`src/rtl/pattern_sequencer_if.sv`:
```
// Configuration handshake bundle between the register logic (master) and
// the pattern sequencer (slave).
interface pattern_sequencer_if #(
  parameter int PW = 3
);
  logic          cfg_valid;
  logic          cfg_ready;
  logic [1:0]    cfg_mode;
  logic [PW-1:0] cfg_pattern;
  logic [7:0]    cfg_hold;

  modport master (
    output cfg_valid,
    output cfg_mode,
    output cfg_pattern,
    output cfg_hold,
    input  cfg_ready
  );

  modport slave (
    input  cfg_valid,
    input  cfg_mode,
    input  cfg_pattern,
    input  cfg_hold,
    output cfg_ready
  );
endinterface

```
`src/rtl/pattern_sequencer.sv`:
```
// Frame-synchronous test pattern controller: configuration writes are held
// pending and committed only at the leading edge of vsync; optional auto-cycling.
module pattern_sequencer #(
  parameter int NUM_PATTERNS    = 8,
  parameter int DEFAULT_PATTERN = 0,
  parameter bit video_vsync_pol = 1'b0,
  localparam int PW = (NUM_PATTERNS > 1) ? $clog2(NUM_PATTERNS) : 1
) (
  input  logic                 pixel_clock,
  input  logic                 reset,
  input  logic                 video_vsync,
  pattern_sequencer_if.slave   cfg,
  output logic [PW-1:0]        pattern_select,
  output logic                 pattern_blank,
  output logic                 frame_start,
  output logic                 cfg_applied,
  output logic [15:0]          frame_count
);

  typedef enum logic {
    ST_IDLE    = 1'b0,
    ST_PENDING = 1'b1
  } state_t;

  localparam logic [1:0] MODE_STATIC = 2'd0;
  localparam logic [1:0] MODE_AUTO   = 2'd1;
  localparam logic [1:0] MODE_BLANK  = 2'd2;
  localparam logic [1:0] MODE_FREEZE = 2'd3;

  state_t        state_r, state_nxt_s;
  logic          vs_q_r;
  logic          vs_act_s, frame_edge_s, xfer_s;
  logic [1:0]    pend_mode_r;
  logic [PW-1:0] pend_pattern_r;
  logic [7:0]    pend_hold_r;
  logic [1:0]    mode_r, mode_nxt_s;
  logic [7:0]    hold_r, hold_nxt_s;
  logic [7:0]    hold_cnt_r, hold_cnt_nxt_s;
  logic [7:0]    hold_max_s;
  logic [PW-1:0] pattern_r, pattern_nxt_s, pattern_inc_s;
  logic          blank_r, blank_nxt_s;
  logic          applied_r, applied_nxt_s;
  logic          frame_start_r;
  logic [15:0]   frame_count_r;

  assign vs_act_s      = (video_vsync == video_vsync_pol);
  assign frame_edge_s  = vs_act_s & ~vs_q_r;
  assign xfer_s        = cfg.cfg_valid & (state_r == ST_IDLE);
  assign hold_max_s    = (hold_r == 8'd0) ? 8'd1 : hold_r;
  assign pattern_inc_s = (pattern_r == PW'(NUM_PATTERNS - 1)) ? {PW{1'b0}} : pattern_r + PW'(1);

  assign cfg.cfg_ready    = (state_r == ST_IDLE);
  assign pattern_select   = pattern_r;
  assign pattern_blank    = blank_r;
  assign frame_start      = frame_start_r;
  assign cfg_applied      = applied_r;
  assign frame_count      = frame_count_r;

  // Handshake FSM state register
  always_ff @(posedge pixel_clock or negedge reset) begin
    if (!reset) begin
      state_r <= ST_IDLE;
    end else begin
      state_r <= state_nxt_s;
    end
  end

  // Next state: a transfer coinciding with a frame edge still waits for the next edge
  always_comb begin
    state_nxt_s = state_r;
    case (state_r)
      ST_IDLE: begin
        if (cfg.cfg_valid) begin
          state_nxt_s = ST_PENDING;
        end else begin
          state_nxt_s = ST_IDLE;
        end
      end
      ST_PENDING: begin
        if (frame_edge_s) begin
          state_nxt_s = ST_IDLE;
        end else begin
          state_nxt_s = ST_PENDING;
        end
      end
      default: state_nxt_s = ST_IDLE;
    endcase
  end

  // Per-frame update of active configuration; a commit overrides any auto-advance
  always_comb begin
    mode_nxt_s     = mode_r;
    hold_nxt_s     = hold_r;
    hold_cnt_nxt_s = hold_cnt_r;
    pattern_nxt_s  = pattern_r;
    blank_nxt_s    = blank_r;
    applied_nxt_s  = 1'b0;
    if (frame_edge_s && (state_r == ST_PENDING)) begin
      mode_nxt_s     = pend_mode_r;
      hold_nxt_s     = pend_hold_r;
      hold_cnt_nxt_s = 8'd0;
      pattern_nxt_s  = pend_pattern_r;
      blank_nxt_s    = (pend_mode_r == MODE_BLANK);
      applied_nxt_s  = 1'b1;
    end else if (frame_edge_s) begin
      case (mode_r)
        MODE_AUTO: begin
          if (hold_cnt_r == (hold_max_s - 8'd1)) begin
            hold_cnt_nxt_s = 8'd0;
            pattern_nxt_s  = pattern_inc_s;
          end else begin
            hold_cnt_nxt_s = hold_cnt_r + 8'd1;
          end
        end
        MODE_STATIC: pattern_nxt_s = pattern_r;
        MODE_BLANK:  blank_nxt_s   = 1'b1;
        MODE_FREEZE: hold_cnt_nxt_s = hold_cnt_r;
        default:     pattern_nxt_s = pattern_r;
      endcase
    end else begin
      applied_nxt_s = 1'b0;
    end
  end

  // Datapath registers; vs_q resets active so a held vsync at release is not an edge
  always_ff @(posedge pixel_clock or negedge reset) begin
    if (!reset) begin
      vs_q_r         <= 1'b1;
      pend_mode_r    <= MODE_STATIC;
      pend_pattern_r <= {PW{1'b0}};
      pend_hold_r    <= 8'd0;
      mode_r         <= MODE_STATIC;
      hold_r         <= 8'd0;
      hold_cnt_r     <= 8'd0;
      pattern_r      <= PW'(DEFAULT_PATTERN);
      blank_r        <= 1'b0;
      applied_r      <= 1'b0;
      frame_start_r  <= 1'b0;
      frame_count_r  <= 16'd0;
    end else begin
      vs_q_r <= vs_act_s;
      if (xfer_s) begin
        pend_mode_r    <= cfg.cfg_mode;
        pend_pattern_r <= cfg.cfg_pattern;
        pend_hold_r    <= cfg.cfg_hold;
      end
      mode_r        <= mode_nxt_s;
      hold_r        <= hold_nxt_s;
      hold_cnt_r    <= hold_cnt_nxt_s;
      pattern_r     <= pattern_nxt_s;
      blank_r       <= blank_nxt_s;
      applied_r     <= applied_nxt_s;
      frame_start_r <= frame_edge_s;
      if (frame_edge_s) begin
        frame_count_r <= frame_count_r + 16'd1;
      end
    end
  end

endmodule
```
`src/flat_wrapper.sv`:
```
// flat-port wrapper written by rule: the top's interface ports become plain ports
module pattern_sequencer_flat 
#(
  parameter int NUM_PATTERNS    = 8,
  parameter int DEFAULT_PATTERN = 0,
  parameter bit video_vsync_pol = 1'b0,
  localparam int PW = (NUM_PATTERNS > 1) ? $clog2(NUM_PATTERNS) : 1
)
  (pixel_clock, reset, video_vsync, pattern_select, pattern_blank, frame_start, cfg_applied, frame_count, cfg_cfg_valid, cfg_cfg_mode, cfg_cfg_pattern, cfg_cfg_hold, cfg_cfg_ready);
  pattern_sequencer_if cfg_i ();
  input  logic pixel_clock;
  input  logic reset;
  input  logic video_vsync;
  output logic [PW-1:0] pattern_select;
  output logic pattern_blank;
  output logic frame_start;
  output logic cfg_applied;
  output logic [15:0] frame_count;
  input wire logic [$bits(cfg_i.cfg_valid)-1:0] cfg_cfg_valid;
  input wire logic [$bits(cfg_i.cfg_mode)-1:0] cfg_cfg_mode;
  input wire logic [$bits(cfg_i.cfg_pattern)-1:0] cfg_cfg_pattern;
  input wire logic [$bits(cfg_i.cfg_hold)-1:0] cfg_cfg_hold;
  output wire logic [$bits(cfg_i.cfg_ready)-1:0] cfg_cfg_ready;
  assign cfg_i.cfg_valid = cfg_cfg_valid;
  assign cfg_i.cfg_mode = cfg_cfg_mode;
  assign cfg_i.cfg_pattern = cfg_cfg_pattern;
  assign cfg_i.cfg_hold = cfg_cfg_hold;
  assign cfg_cfg_ready = cfg_i.cfg_ready;
  pattern_sequencer #(.NUM_PATTERNS(NUM_PATTERNS), .DEFAULT_PATTERN(DEFAULT_PATTERN), .video_vsync_pol(video_vsync_pol)) u_core (.pixel_clock(pixel_clock), .reset(reset), .video_vsync(video_vsync), .cfg(cfg_i), .pattern_select(pattern_select), .pattern_blank(pattern_blank), .frame_start(frame_start), .cfg_applied(cfg_applied), .frame_count(frame_count));
endmodule
```
`config.mk`:
```
export PLATFORM = sky130hd
export DESIGN_NAME = pattern_sequencer_flat
export DESIGN_NICKNAME = d
export VERILOG_FILES = /design/src/rtl/pattern_sequencer_if.sv /design/src/rtl/pattern_sequencer.sv /design/src/flat_wrapper.sv
export SDC_FILE = /design/constraint.sdc
export NUM_CORES = 1
export LEC_CHECK = 0
export ABC_CLOCK_PERIOD_IN_PS = 3900
export BUFFER_PORTS_ARGS = -buffer_cell sky130_fd_sc_hd__buf_2
export CAP_MARGIN = 10
export CORE_MARGIN = 4
export CORE_UTILIZATION = 35
export DETAILED_ROUTE_END_ITERATION = 10
export GPL_ROUTABILITY_DRIVEN = 0
export SLEW_MARGIN = 0
export SYNTH_ARGS = -nofsm -noshare
export SYNTH_HDL_FRONTEND = slang
export SYNTH_SLANG_ARGS = --single-unit
```
`constraint.sdc`:
```
create_clock -name pixel_clock -period 3.9 [get_ports pixel_clock]
set_input_delay 0.78 -clock pixel_clock [delete_from_list [all_inputs] [get_ports pixel_clock]]
set_output_delay 0.78 -clock pixel_clock [all_outputs]
set_load 0.05 [all_outputs]
```
Word-level counts from Yosys, hierarchy flattened
Cells that the tools add are included.
- register bits: 55
- bits in latches: 0
- memory bits (writable): 0
- memory bits (read-only): 0
- input bits: 17
- output and inout port bits: 23
- word-level logic and storage cells: 53
- memories kept: 0
- add/subtract/negate cells: 4
- $mul: 0
- divide/modulo/power cells: 0
- magnitude comparators: 0
- eq/ne operators: 5
- shift operators: 0
- multiplexer cells: 17
- bitwise logic cells: 5
- reduce and logical (&&, ||, !) cells: 9
- operators by type and width (cell ; count):
    8-bit 2-to-1 mux ; 5
    16-bit by 1-bit adder with 16-bit output (second input constant) ; 1
    3-bit 2-to-1 mux ; 5
    8-bit by 1-bit adder with 8-bit output (second input constant) ; 1
    8-bit == test ; 1
    8-bit logical NOT ; 1
    2-bit nonzero test ; 4
    8-bit by 1-bit subtractor with 8-bit output (second input constant) ; 1
    1-bit 2-to-1 mux ; 6
    2-bit == test (second input constant) ; 2
    2-bit AND reduction ; 2
    3-bit by 1-bit adder with 3-bit output (second input constant) ; 1
    3-bit == test (second input constant) ; 1
    1-bit NOT ; 3
    3-bit AND reduction ; 1
    1-bit bitwise AND ; 2
    2-bit by 1-bit == test with 1-bit output (second input constant) ; 1
    1-bit case mux with 2 select lines ; 1
    1-bit logical AND ; 1

Longest topological paths before layout
Gate-level depths: netlist of run 1.
- depth in word-level cells: 8
- gate-level depth with buffers: 11

Worst setup path after synthesis of run 1
Ideal clock, no wire load.
- path kind: register -> register
- from: register u_core.hold_r[3]
- to: register u_core.hold_cnt_r[6]
- setup time: 0.126 ns
- data arrival time: 2.925 ns
- data required time: 3.774 ns
- slack: 0.849 ns
- stages on the path, launching flop included: 12
- clock period less this slack: 3.051 ns
- cell sequence: dfrtp_1 or4_1 nor2_1 a21oi_1 ha_1 xnor2_1 a221oi_1 o31ai_1 a211o_1 or2_4 and2_4 a221o_1
- cells in the longest elaborated chain, start to end: 8
- RTL lines (element ; RTL line ; source):
    from (decl) ; pattern_sequencer.sv:37 ; logic [7:0] hold_r, hold_nxt_s;
    from (signal assigned) ; pattern_sequencer.sv:148 ; hold_r <= hold_nxt_s;
    8-bit logical NOT ; pattern_sequencer.sv:49 ; assign hold_max_s = (hold_r == 8'd0) ? 8'd1 : hold_r;
    8-bit 2-to-1 mux * ; pattern_sequencer.sv:49 ;
    8-bit by 1-bit subtractor with 8-bit output * ; pattern_sequencer.sv:108 ; if (hold_cnt_r == (hold_max_s - 8'd1)) begin
    8-bit == test * ; pattern_sequencer.sv:108 ;
    8-bit 2-to-1 mux * ; pattern_sequencer.sv:108 ;
    8-bit 2-to-1 mux * ; pattern_sequencer.sv:106 ; case (mode_r)
    8-bit 2-to-1 mux * ; pattern_sequencer.sv:105 ; end else if (frame_edge_s) begin
    8-bit 2-to-1 mux * ; pattern_sequencer.sv:98 ; if (frame_edge_s && (state_r == ST_PENDING)) begin
    to (signal assigned) ; pattern_sequencer.sv:149 ; hold_cnt_r <= hold_cnt_nxt_s;
    to (decl) ; pattern_sequencer.sv:38 ; logic [7:0] hold_cnt_r, hold_cnt_nxt_s;
Mark *: on every way between the ends. The rest lies on a longest branch, timed or not. The select of a mux whose other input is x is not followed.
A chain may end at the register's enable or synchronous reset.

Worst setup path after layout of run 1
Same ends and word-level chain as after synthesis.

==> results by group, run 1 <==
Timing
  – Max-slew violations: 0
  – RSZ-0062 raised after global routing: false
  – Clock skew: between 0.006 and 0.007 ns
  – Period utilisation layout: about 83%
  – Final hold vios: 0
  – Actual slew at the worst max-slew pin: between 0.8 and 0.9 ns
  – Slew headroom: a little under half
  – Minimum clock period: around 3.2 ns
  – Setup TNS: 0 ns
  – F_max: 308.2 MHz
  – Post-route setup slack: 0.6558 ns
  – Setup violations, final: 0

Synth
  – Number of synthesized flops with an enable pin: 0
  – Flop and latch count out of synthesis: 55
  – Post-synthesis cell count: 249
  – Synthesized area: about 0.0026 mm2
  – Main combinational cell family by area after synthesis: simple AND/OR/NAND/NOR gates
  – Library cells used by synthesis: 51
  – Synth Flop Type: dfrtp_1
  – Seq/Total Area, Yosys: a little over half
  – Synth Area in Compound Gates: 8.436%
  – Ys async rst share: between 90% and 100%
  – Synth warnings: 0
  – Syn Nets: 271
  – Post-Synth Adder-Cell Area: 2.370%
  – Mean Syn Cell Area: 10.60 um2
  – Mux share of post-synthesis cell area: ~7.7%
  – Post-Synth XOR/XNOR Area: 7.630%
  – Simple-Gate Fraction of Synth Area: between 10% and 20%

Power and ir drop
  – Leakage: roughly 1.5 nW
  – IR drop worst, VDD: 170.7 uV
  – Power Density: between 500 and 600 mW/mm2
  – Power Total: 1.674 mW

Drt
  – Vias after detailed routing: 1900
  – Antenna viol nets, final: 0
  – Wire per inst: between 10 and 15 um
  – Final WL: between 5 and 6 mm
  – Via density: 4.847
  – Drt drc: 0
  – DR iter-0 viols: 104
  – DRT Pass-1 Iters: 4

Global routing
  – Global routing usage on met3: about 2.3%
  – Met2 usage: between 10% and 20%
  – GRT Residual Overflow: 0
  – First-pass GRT wire length: 8.901 mm
  – Gr usage total: about an eighth
  – Met1 usage: approximately 18%
  – Largest net degree at the start of global routing: 38
  – Vias in the first global route: 1851
  – Initial antenna violation count: 0
  – GRT busiest layer: met2

Floorplanning
  – Die Ht: approximately 95 um
  – Initial core utilization: 36.20%
  – Full die area: between 0.008 and 0.009 mm2
  – Die width: about 95 um
  – Top Ports: 40
  – Total core area: roughly 0.0073 mm2
  – Row cnt: 31

Finish
  – Layout cell share with drive strength beyond 1: about a quarter
  – Final Non-Filler Cells: between 300 and 400
  – # diodes: 0
  – Most common cell after layout, fill and taps aside: dfrtp_1
  – Post-layout util: 41.58%
  – Fin nets: between 300 and 400
  – Fill count: between 700 and 800
  – Area delta synth->final: 14.83%
  – Most frequent cells in the layout: 54 x dfrtp_1, 49 x nand2_1, 39 x buf_2, 14 x mux2_2

CTS
  – Post-CTS Resized: 0
  – Clock slew at reported path FFs: ~0.10 ns
  – Htree depth: 2
  – Clock latency at the later pin of the worst-skew pair: just over 0.3 ns
  – Clock Path Buffers: 2
  – CTS sink cnt: 55
  – Hold buffers post-CTS: 0
  – CTS tree: built
  – Setup Buffers After CTS: 0
  – CTS Buf Count: 5
  – Clock root cell: clkbuf_8

Setup path
  – Buffers & Inverters on Critical Path: 0
  – Crit path max fanout: 8
  – Kind of end point of the critical path: flop
  – Setup crit start kind: flop
  – CP Data Arrival Time: around 3.5 ns
  – Crit-path cells: or4_1 -> nor2_1 -> a21oi_1 -> ha_1 -> xnor2_1 -> a221oi_1 -> o31ai_1 -> a211o_1 -> o21ai_1 -> nor2_1 -> a221o_1
  – Crit Path Class: reg2reg
  – CP most frequent cell: nor2_1
  – WP data required: roughly 4.1 ns
  – Slowest CP cell: or4_1
  – CP top delay family: compound AO/OA/AOI/OAI gates
  – Largest stage delay, worst path: between 0.6 and 0.7 ns

Placed design
  – I/O Buffers: 39
  – Post-Place Cells: roughly 380
  – Pre-CTS WS: 0.6712 ns
  – Detailed Place HPWL: between 3 and 4 mm

Status
  – Status: finished clean

Run
  – Max-cap violations: 0

Hold path
  – Hold Crit Class: reg2reg
==> worst register-to-register path, cell delays in order, from the launching register on <==
cell,delay [ns]
dfrtp_1,0.46
or4_1,0.61
nor2_1,0.17
a21oi_1,0.09
ha_1,0.32
xnor2_1,0.13
a221oi_1,0.21
o31ai_1,0.12
a211o_1,0.31
o21ai_1,0.38
nor2_1,0.09
a221o_1,0.26
==> synthesized netlist by cell type, drive strengths merged (3+ instances only) <==
cell	instances	share of area, %
a21oi	7	1.3
nor2	13	1.8
nand2b	3	0.71
buf	3	1.0
ha	5	2.4
mux2	15	6.5
and3	7	1.7
xnor2	13	4.3
dfrtp	54	51
nor3	6	1.1
clkbuf	3	0.43
and2	3	0.81
or4	3	1.0
nand4	5	1.4
mux2i	3	1.1
nand2	50	7.2
nand3	3	0.57
inv	6	0.85
o21ai	11	2.1
xor2	10	3.3
==> power by group <==
group / leakage (nW) / internal (mW) / switching (mW)
Clock: 0.0483 / 0.127 / 0.194
Combinational: 0.740 / 0.209 / 0.342
Sequential: 0.699 / 0.686 / 0.116
==> cells by family after synthesis <==
group | after synthesis
AOI/OAI and AO/OA | 33
xor gates and xnor gates | 23
adders and majority gates | 5
buffers and inverters | 12
DFF | 55
muxes | 18
and+or+nand+nor | 103
==> flip-flops by register name, indices dropped and copies added, names as in the netlist <==
signal	flops
u_core.hold_cnt_r	8
u_core.frame_start	1
u_core.mode_r	2
u_core.pend_hold_r	8
u_core.pattern_blank	1
u_core.pattern_select	3
u_core.vs_q_r	1
u_core.state_r	1
u_core.cfg_applied	1
u_core.pend_mode_r	2
u_core.hold_r	8
u_core.pend_pattern_r	3
u_core.frame_count	16
==> per-layer routing <==
metal	share of wire (%)	wire (um)
met5	0	0
met4	1.2	64
met3	3.0	163
met2	47	2519
met1	49	2600
==> path summary, 6_finish.rpt <==
| check | from | end | slack, ns | depth (start not counted) |
|---|---|---|---|---|
| worst max-delay path | u_core.hold_r[3]$_DFFE_PN0P_ | u_core.hold_cnt_r[6]$_DFFE_PN0P_ | 0.66 | 11 |
| worst min-delay path | u_core.pend_hold_r[2]$_DFFE_PN0P_ | u_core.hold_r[2]$_DFFE_PN0P_ | 0.48 | 2 |
| worst max register to register | u_core.hold_r[3]$_DFFE_PN0P_ | u_core.hold_cnt_r[6]$_DFFE_PN0P_ | 0.66 | 11 |
| worst min register to register | u_core.pend_hold_r[2]$_DFFE_PN0P_ | u_core.hold_r[2]$_DFFE_PN0P_ | 0.48 | 2 |
| max in group asynchronous | reset | u_core.vs_q_r$_DFF_PN1_ | 2.53 | 2 |
| min in group asynchronous | reset | u_core.pend_hold_r[7]$_DFFE_PN0P_ | 0.55 | 1 |
==> area by class of cell <==
type	instances	area [um2]	share of cell area (%)
repair buffers	42	217.7	7.181
well taps	99	123.9	4.086
clock buffers	5	68.82	2.270
multi-input cells	182	1202	39.66
flip-flops and latches	55	1378	45.44
clock inverters	3	18.77	0.6191
inverters	6	22.52	0.7429
==> through the flow <==
stage / hold WS (ns) / area [um2]
after floorplan: 0.4338 / 2640
after global placement: 0.4457 / 2944
after detailed placement: 0.4533 / 2944
after CTS: 0.4792 / 3032
after global routing: 0.4944 / 3032
final: 0.4761 / 3032
Note: power is estimated with default switching activity, not from simulation.
==> run 2, diff against run 1 <==
ABC_AREA = 1   (was unset)
ABC_CLOCK_PERIOD_IN_PS = 2800   (was 3900)
clock period = 2.8 ns   (was 3.9 ns; I/O delays follow)
==> run 2 against run 1 <==
Compared with the run above:
- flip-flop and latch count unchanged
- synthesized cell count up 10%
- clock-buffer cell count unchanged
- fmax up 33%
- non-clock buffer count up 1
- die area up 0.82%
- clock skew down 0.0011 ns
- cell area up 1.2%
- core utilization up 0.27 points
==> results by group, run 2 <==
Status
  – Status: finished clean

Timing
  – Period utilisation layout: 86.90%
  – Slew headroom: approximately three fifths
  – Clock skew: about 0.0052 ns
  – Setup violations, final: 0
  – Setup TNS: 0 ns
  – Max-slew violations: 0
  – Minimum clock period: about 2.4 ns
  – Final hold vios: 0
  – F_max: approximately 410 MHz
  – Post-route setup slack: between 0.3 and 0.4 ns
  – WHS: around 0.17 ns
  – Actual slew at the worst max-slew pin: roughly 0.62 ns
  – RSZ-0062 raised after global routing: false

Setup path
  – WP data required: roughly 3 ns
  – CP top delay family: simple AND/OR/NAND/NOR gates
  – CP endpoint: u_core.pattern_select[0]$_DFFE_PN0P_
  – FF-to-FF End: u_core.pattern_select[0]$_DFFE_PN0P_
  – Setup crit start kind: flop
  – Largest stage delay, worst path: around 0.44 ns
  – CP most frequent cell: nand2_1
  – Buffers & Inverters on Critical Path: 2
  – Kind of end point of the critical path: flop
  – Crit-path cells: inv_1 -> nand2_1 -> nor2_2 -> nand2_2 -> nand2_1 -> inv_1 -> ha_1 -> xnor2_1 -> xor2_1 -> nand3_1 -> nor2_1 -> nand2_1 -> nand2_2 -> nand2_1 -> nand2_1 -> nand2_1
  – Crit Path Class: reg2reg
  – R2r setup slk: around 0.37 ns
  – R2R Path Start: u_core.hold_r[3]$_DFFE_PN0P_
  – Critical Path Start: u_core.hold_r[3]$_DFFE_PN0P_
  – Crit path max fanout: 12
  – CP Depth: 16
  – CP Data Arrival Time: about 2.6 ns
  – Slowest CP cell: dfrtp_1
  – Worst r2r path cells: 16

Finish
  – # diodes: 0
  – Max FFs per register: 16
  – Fin nets: 340
  – Most frequent cells in the layout: 61 x nand2_1, 54 x dfrtp_1, 39 x buf_2, 27 x inv_1, 18 x xor2_1
  – Area delta synth->final: 15.17%
  – Most common cell after layout, fill and taps aside: nand2_1
  – Layout cell share with drive strength beyond 1: 25.71%
  – Final Non-Filler Cells: 418

Floorplanning
  – Die Ht: between 90 and 100 um
  – Die width: 95.24 um
  – Row cnt: 31
  – Full die area: between 0.009 and 0.01 mm2
  – Top Ports: 40
  – Total core area: about 0.0073 mm2
  – Initial core utilization: a little over a third

Power and ir drop
  – Leakage: roughly 1.5 nW
  – Power Density: ~930 mW/mm2
  – Power Total: approximately 2.8 mW
  – IR drop worst, VDD: about 540 uV

Global routing
  – Largest net degree at the start of global routing: 23
  – Vias in the first global route: about 2000
  – Initial antenna violation count: 0
  – First-pass GRT wire length: ~9.3 mm
  – GRT Residual Overflow: 0
  – Gr usage total: around an eighth

Synth
  – Synthesized area: approximately 0.0027 mm2
  – Ys async rst share: 100.0%
  – Flop and latch count out of synthesis: 55
  – Synth warnings: 0
  – Syn Nets: 296
  – Area leader, netlist: dfrtp_1
  – Seq/Total Area, Yosys: between 50% and 60%
  – Most numerous cell in the Yosys netlist: nand2_1
  – Number of synthesized flops with an enable pin: 0
  – Commonest cells in the synthesized netlist: 62 x nand2_1, 54 x dfrtp_1, 27 x inv_1
  – Mean Syn Cell Area: a little under 10 um2
  – Library cells used by synthesis: 32
  – Synth top area cells: dfrtp_1 51%, nand2_1 8.7%, xor2_1 5.9%
  – Synth top area share: about half
  – Post-synthesis cell count: about 270
  – Synth Flop Type: dfrtp_1

Hold path
  – Hold Crit Class: in2async

CTS
  – CTS Buf Count: 5
  – Htree depth: 2
  – Clock slew at reported path FFs: ~0.1 ns
  – Clock Path Buffers: 2
  – Clock latency at the later pin of the worst-skew pair: slightly above 0.3 ns
  – CTS sink cnt: between 50 and 60
  – CTS tree: built
  – Clock root cell: clkbuf_8

Drt
  – Vias after detailed routing: around 1900
  – Final WL: between 5 and 6 mm
  – Antenna viol nets, final: 0
  – DR iter-0 viols: 37
  – Drt drc: 0
  – Wire per inst: approximately 12 um
  – Via density: 4.572
  – DRT Pass-1 Iters: 4

Run
  – Max-cap violations: 0

Placed design
  – I/O Buffers: 39
  – Detailed Place HPWL: roughly 3.9 mm
  – Post-Place Cells: between 400 and 500
  – Pre-CTS WS: ~0.25 ns
## run 2: cell count changes in the layout (fill, tap and decap cells not counted), moves of 7 or more
cell	before	now
o21ai_0	7	15
nand2_1	49	61
xor2_1	10	18
and3_1	7	0
nand3_1	3	15
inv_1	6	27
## run 2: cell type report
| class | count | area, um2 |
|---|---|---|
| fillers | 748 | 4263 |
| well taps | 99 | 123.9 |
| inverters | 30 | 112.6 |
| repair buffers | 43 | 225.2 |
| clock buffers | 5 | 68.82 |
| multi-input cells | 183 | 1141 |
| clock inverters | 3 | 18.77 |
| flip-flops and latches | 55 | 1378 |
## run 2: how the worst min path moves through the flow
stage	start	endpoint	slack, ns	depth (start not counted)
after global placement	u_core.pend_mode_r[0]$_DFFE_PN0P_	u_core.pattern_blank$_DFFE_PN0P_	0.45	1
after global routing	reset	u_core.pend_hold_r[4]$_DFFE_PN0P_	0.19	1
final	reset	u_core.pend_hold_r[4]$_DFFE_PN0P_	0.17	1
after detailed placement	u_core.pend_mode_r[0]$_DFFE_PN0P_	u_core.pattern_blank$_DFFE_PN0P_	0.46	1
after CTS	reset	u_core.pend_hold_r[6]$_DFFE_PN0P_	0.18	1
after floorplan	reset	u_core.cfg_applied$_DFF_PN0_	0.26	0
## run 2: layer usage
| layer | global-route usage [%] | vias to the layer above | share of wire (%) |
|---|---|---|---|
| li1 | - | 957 | - |
| met1 | 17.80 | 914 | 48 |
| met2 | 20.23 | 32 | 46 |
| met3 | 3.710 | 8 | 4.5 |
| met4 | 3.966 | 0 | 1.5 |
| met5 | 0 | - | 0 |
## run 2: through the flow
| stage | area [um2] | util (%) |
|---|---|---|
| after global placement | 2978 | 40.62 |
| after floorplan | 2664 | - |
| after global routing | 3068 | 41.85 |
| final | 3068 | 41.85 |
| after CTS | 3065 | 41.82 |
| after detailed placement | 2978 | 40.62 |
## run 2: logic make-up after synthesis
kind of cell	count (synthesis)	synth area share (%)
and+or+nand+nor	112	20.86
buffers and inverters	36	5.542
muxes	11	4.650
adders and majority gates	5	2.349
DFF	55	51.71
AOI/OAI and AO/OA	27	5.683
xor gates and xnor gates	28	9.206
## run 2: what timing repair did
| action | in CTS | in global routing |
|---|---|---|
| hold buffers | 0 | 0 |
| endpoints found under the hold margin | 0 | 0 |
| setup endpoints to repair | 0 | 3 |
| setup buffers | 0 | 0 |
| gates resized for setup | 0 | 1 |
## run 2: report_power, final
group | total, mW | switching, mW | internal [mW]
sequential | 1.24 | 0.209 | 1.03
clock | 0.447 | 0.270 | 0.177
combinational | 1.16 | 0.759 | 0.400
==> run 3, diff against run 2 <==
PLACE_DENSITY = 0.56   (was unset)
==> run 3 against run 2 <==
Compared with the run above:
- core utilization is 0.10 points higher
- combinational power hardly changed
- critical path depth stayed put
- critical endpoint is now u_core.pattern_select[2]$_DFFE_PN0P_
- largest power group unchanged
==> results by group, run 3 (same netlist as run 2, synthesis figures left out) <==
Timing
  – Actual slew at the worst max-slew pin: approximately 0.95 ns
  – F_max: roughly 420 MHz
  – Slew headroom: a little over a third
  – Period utilisation layout: ~85%
  – Setup violations, final: 0
  – Minimum clock period: 2.393 ns
  – RSZ-0062 raised after global routing: false
  – Setup TNS: 0 ns
  – Clock skew: between 0.007 and 0.008 ns
  – Final hold vios: 0
  – Max-slew violations: 0

Setup path
  – WP data required: roughly 3.0 ns
  – CP top delay family: simple AND/OR/NAND/NOR gates
  – CP Depth: 16
  – Buffers & Inverters on Critical Path: 2
  – CP most frequent cell: nand2_1
  – Setup crit start kind: flop
  – R2r setup slk: just over 0.4 ns
  – FF-to-FF End: u_core.pattern_select[2]$_DFFE_PN0P_
  – Kind of end point of the critical path: flop
  – R2R Path Start: u_core.hold_r[5]$_DFFE_PN0P_
  – Worst r2r path cells: 16
  – Crit-path cells: inv_1 -> nand2_1 -> nor2_2 -> nand2_2 -> nand2_1 -> inv_1 -> ha_1 -> xnor2_1 -> xor2_1 -> nand3_1 -> nor2_1 -> nand2_1 -> nand2_2 -> nand2_1 -> nand2_1 -> nand2_1
  – Critical Path Start: u_core.hold_r[5]$_DFFE_PN0P_
  – Largest stage delay, worst path: 0.43 ns
  – Crit path max fanout: 12
  – Crit Path Class: reg2reg
  – Slowest CP cell: dfrtp_1
  – CP Data Arrival Time: around 2.6 ns

Finish
  – Most common cell after layout, fill and taps aside: nand2_1
  – Layout cell share with drive strength beyond 1: 25.39%
  – Most frequent cells in the layout: 61 x nand2_1, 54 x dfrtp_1, 39 x buf_2, 27 x inv_1, 18 x xor2_1
  – Fill count: 750
  – # diodes: 0
  – Fin nets: 340
  – Area delta synth->final: 15.45%
  – Max FFs per register: 16
  – Sequential cell area: 0.001378 mm2
  – Area of the multi-input gates: roughly 0.0011 mm2

Power and ir drop
  – IR drop worst, VDD: 583.8 uV
  – Leakage: between 1.5 and 2 nW
  – Power Total: approximately 2.8 mW
  – Power Density: 924.6 mW/mm2

Hold path
  – Hold Crit Class: in2reg
  – Hold_sp: video_vsync
  – Cell count of the worst hold path: 2
  – Hold endpoint: u_core.vs_q_r$_DFF_PN1_

Drt
  – DRT Pass-1 Iters: 4
  – Vias after detailed routing: 1894
  – Wire per inst: about 12 um
  – Antenna viol nets, final: 0
  – Via density: 4.531
  – DR iter-0 viols: 51
  – Final WL: slightly above 5 mm
  – Drt drc: 0

Global routing
  – GRT Residual Overflow: 0
  – Gr usage total: about 13%
  – Largest net degree at the start of global routing: 44
  – Initial antenna violation count: 0
  – Vias in the first global route: roughly 2100
  – First-pass GRT wire length: between 9 and 10 mm

CTS
  – CTS tree: built
  – Clock root cell: clkbuf_8
  – CTS sink cnt: 55
  – Htree depth: 2
  – Clock latency at the later pin of the worst-skew pair: around 0.30 ns
  – Hold buffers post-CTS: 0
  – CTS Buf Count: 5
  – Clock Path Buffers: 2
  – Clock slew at reported path FFs: 0.10 ns

Floorplanning
  – Die Ht: approximately 95 um
  – Row cnt: 31
  – Initial core utilization: roughly 36%
  – Die width: about 95 um
  – Top Ports: 40
  – Total core area: ~0.0073 mm2
  – Full die area: approximately 0.009 mm2

Run
  – Max-cap violations: 0

Placed design
  – I/O Buffers: 39
  – Detailed Place HPWL: roughly 3.8 mm

Status
  – Status: finished clean
-- run 3: metrics by stage --
| stage | hold slack [ns] | setup slack, ns | std cells | utilization [%] | area, um2 |
|---|---|---|---|---|---|
| 2_1_floorplan | 0.2644 | 0.7544 | 274 | - | 2664 |
| 6_report | 0.3624 | 0.4065 | 418 | 41.95 | 3075 |
| 4_1_cts | 0.3522 | 0.2604 | 418 | 41.92 | 3073 |
| 5_1_grt | 0.3604 | 0.06401 | 418 | 41.95 | 3075 |
| 3_3_place_gp | 0.4501 | 0.3404 | 410 | 40.62 | 2978 |
| 3_5_place_dp | 0.4511 | 0.2886 | 410 | 40.62 | 2978 |
-- run 3: power by group --
| group | leakage, nW | internal (mW) | switching, mW |
|---|---|---|---|
| clock network | 0.0484 | 0.203 | 0.254 |
| registers | 0.688 | 1.03 | 0.207 |
| logic | 0.808 | 0.399 | 0.750 |
-- run 3: layout make-up --
cell class | count | share of cell area [%]
Inverter | 30 | 3.662
Multi-Input combinational cell | 183 | 37.10
Timing Repair Buffer | 43 | 7.323
Clock buffer | 7 | 2.807
Tap cell | 99 | 4.028
Sequential cell | 55 | 44.79
Clock inverter | 1 | 0.2848
-- run 3: worst max path at each step --
stage,to
finish,u_core.pattern_select[2]$_DFFE_PN0P_
global route,u_core.pattern_select[1]$_DFFE_PN0P_
CTS,u_core.pattern_select[2]$_DFFE_PN0P_
detailed placement,u_core.pattern_select[0]$_DFFE_PN0P_
global placement,u_core.pattern_select[2]$_DFFE_PN0P_
floorplan,u_core.pattern_select[0]$_DFFE_PN0P_
-- run 3: timing repair --
action | in CTS | in global routing
setup endpoints to repair | 0 | 3
resized for setup | 0 | 1
setup buffers | 0 | 0
-- run 3: per-layer routing --
layer	vias to the layer above	share of wire, %	GRT usage [%]
met5	-	0	0
met4	0	1.2	4.207
met3	4	4.5	3.473
met2	33	47	21.75
met1	901	48	17.55
li1	956	-	-
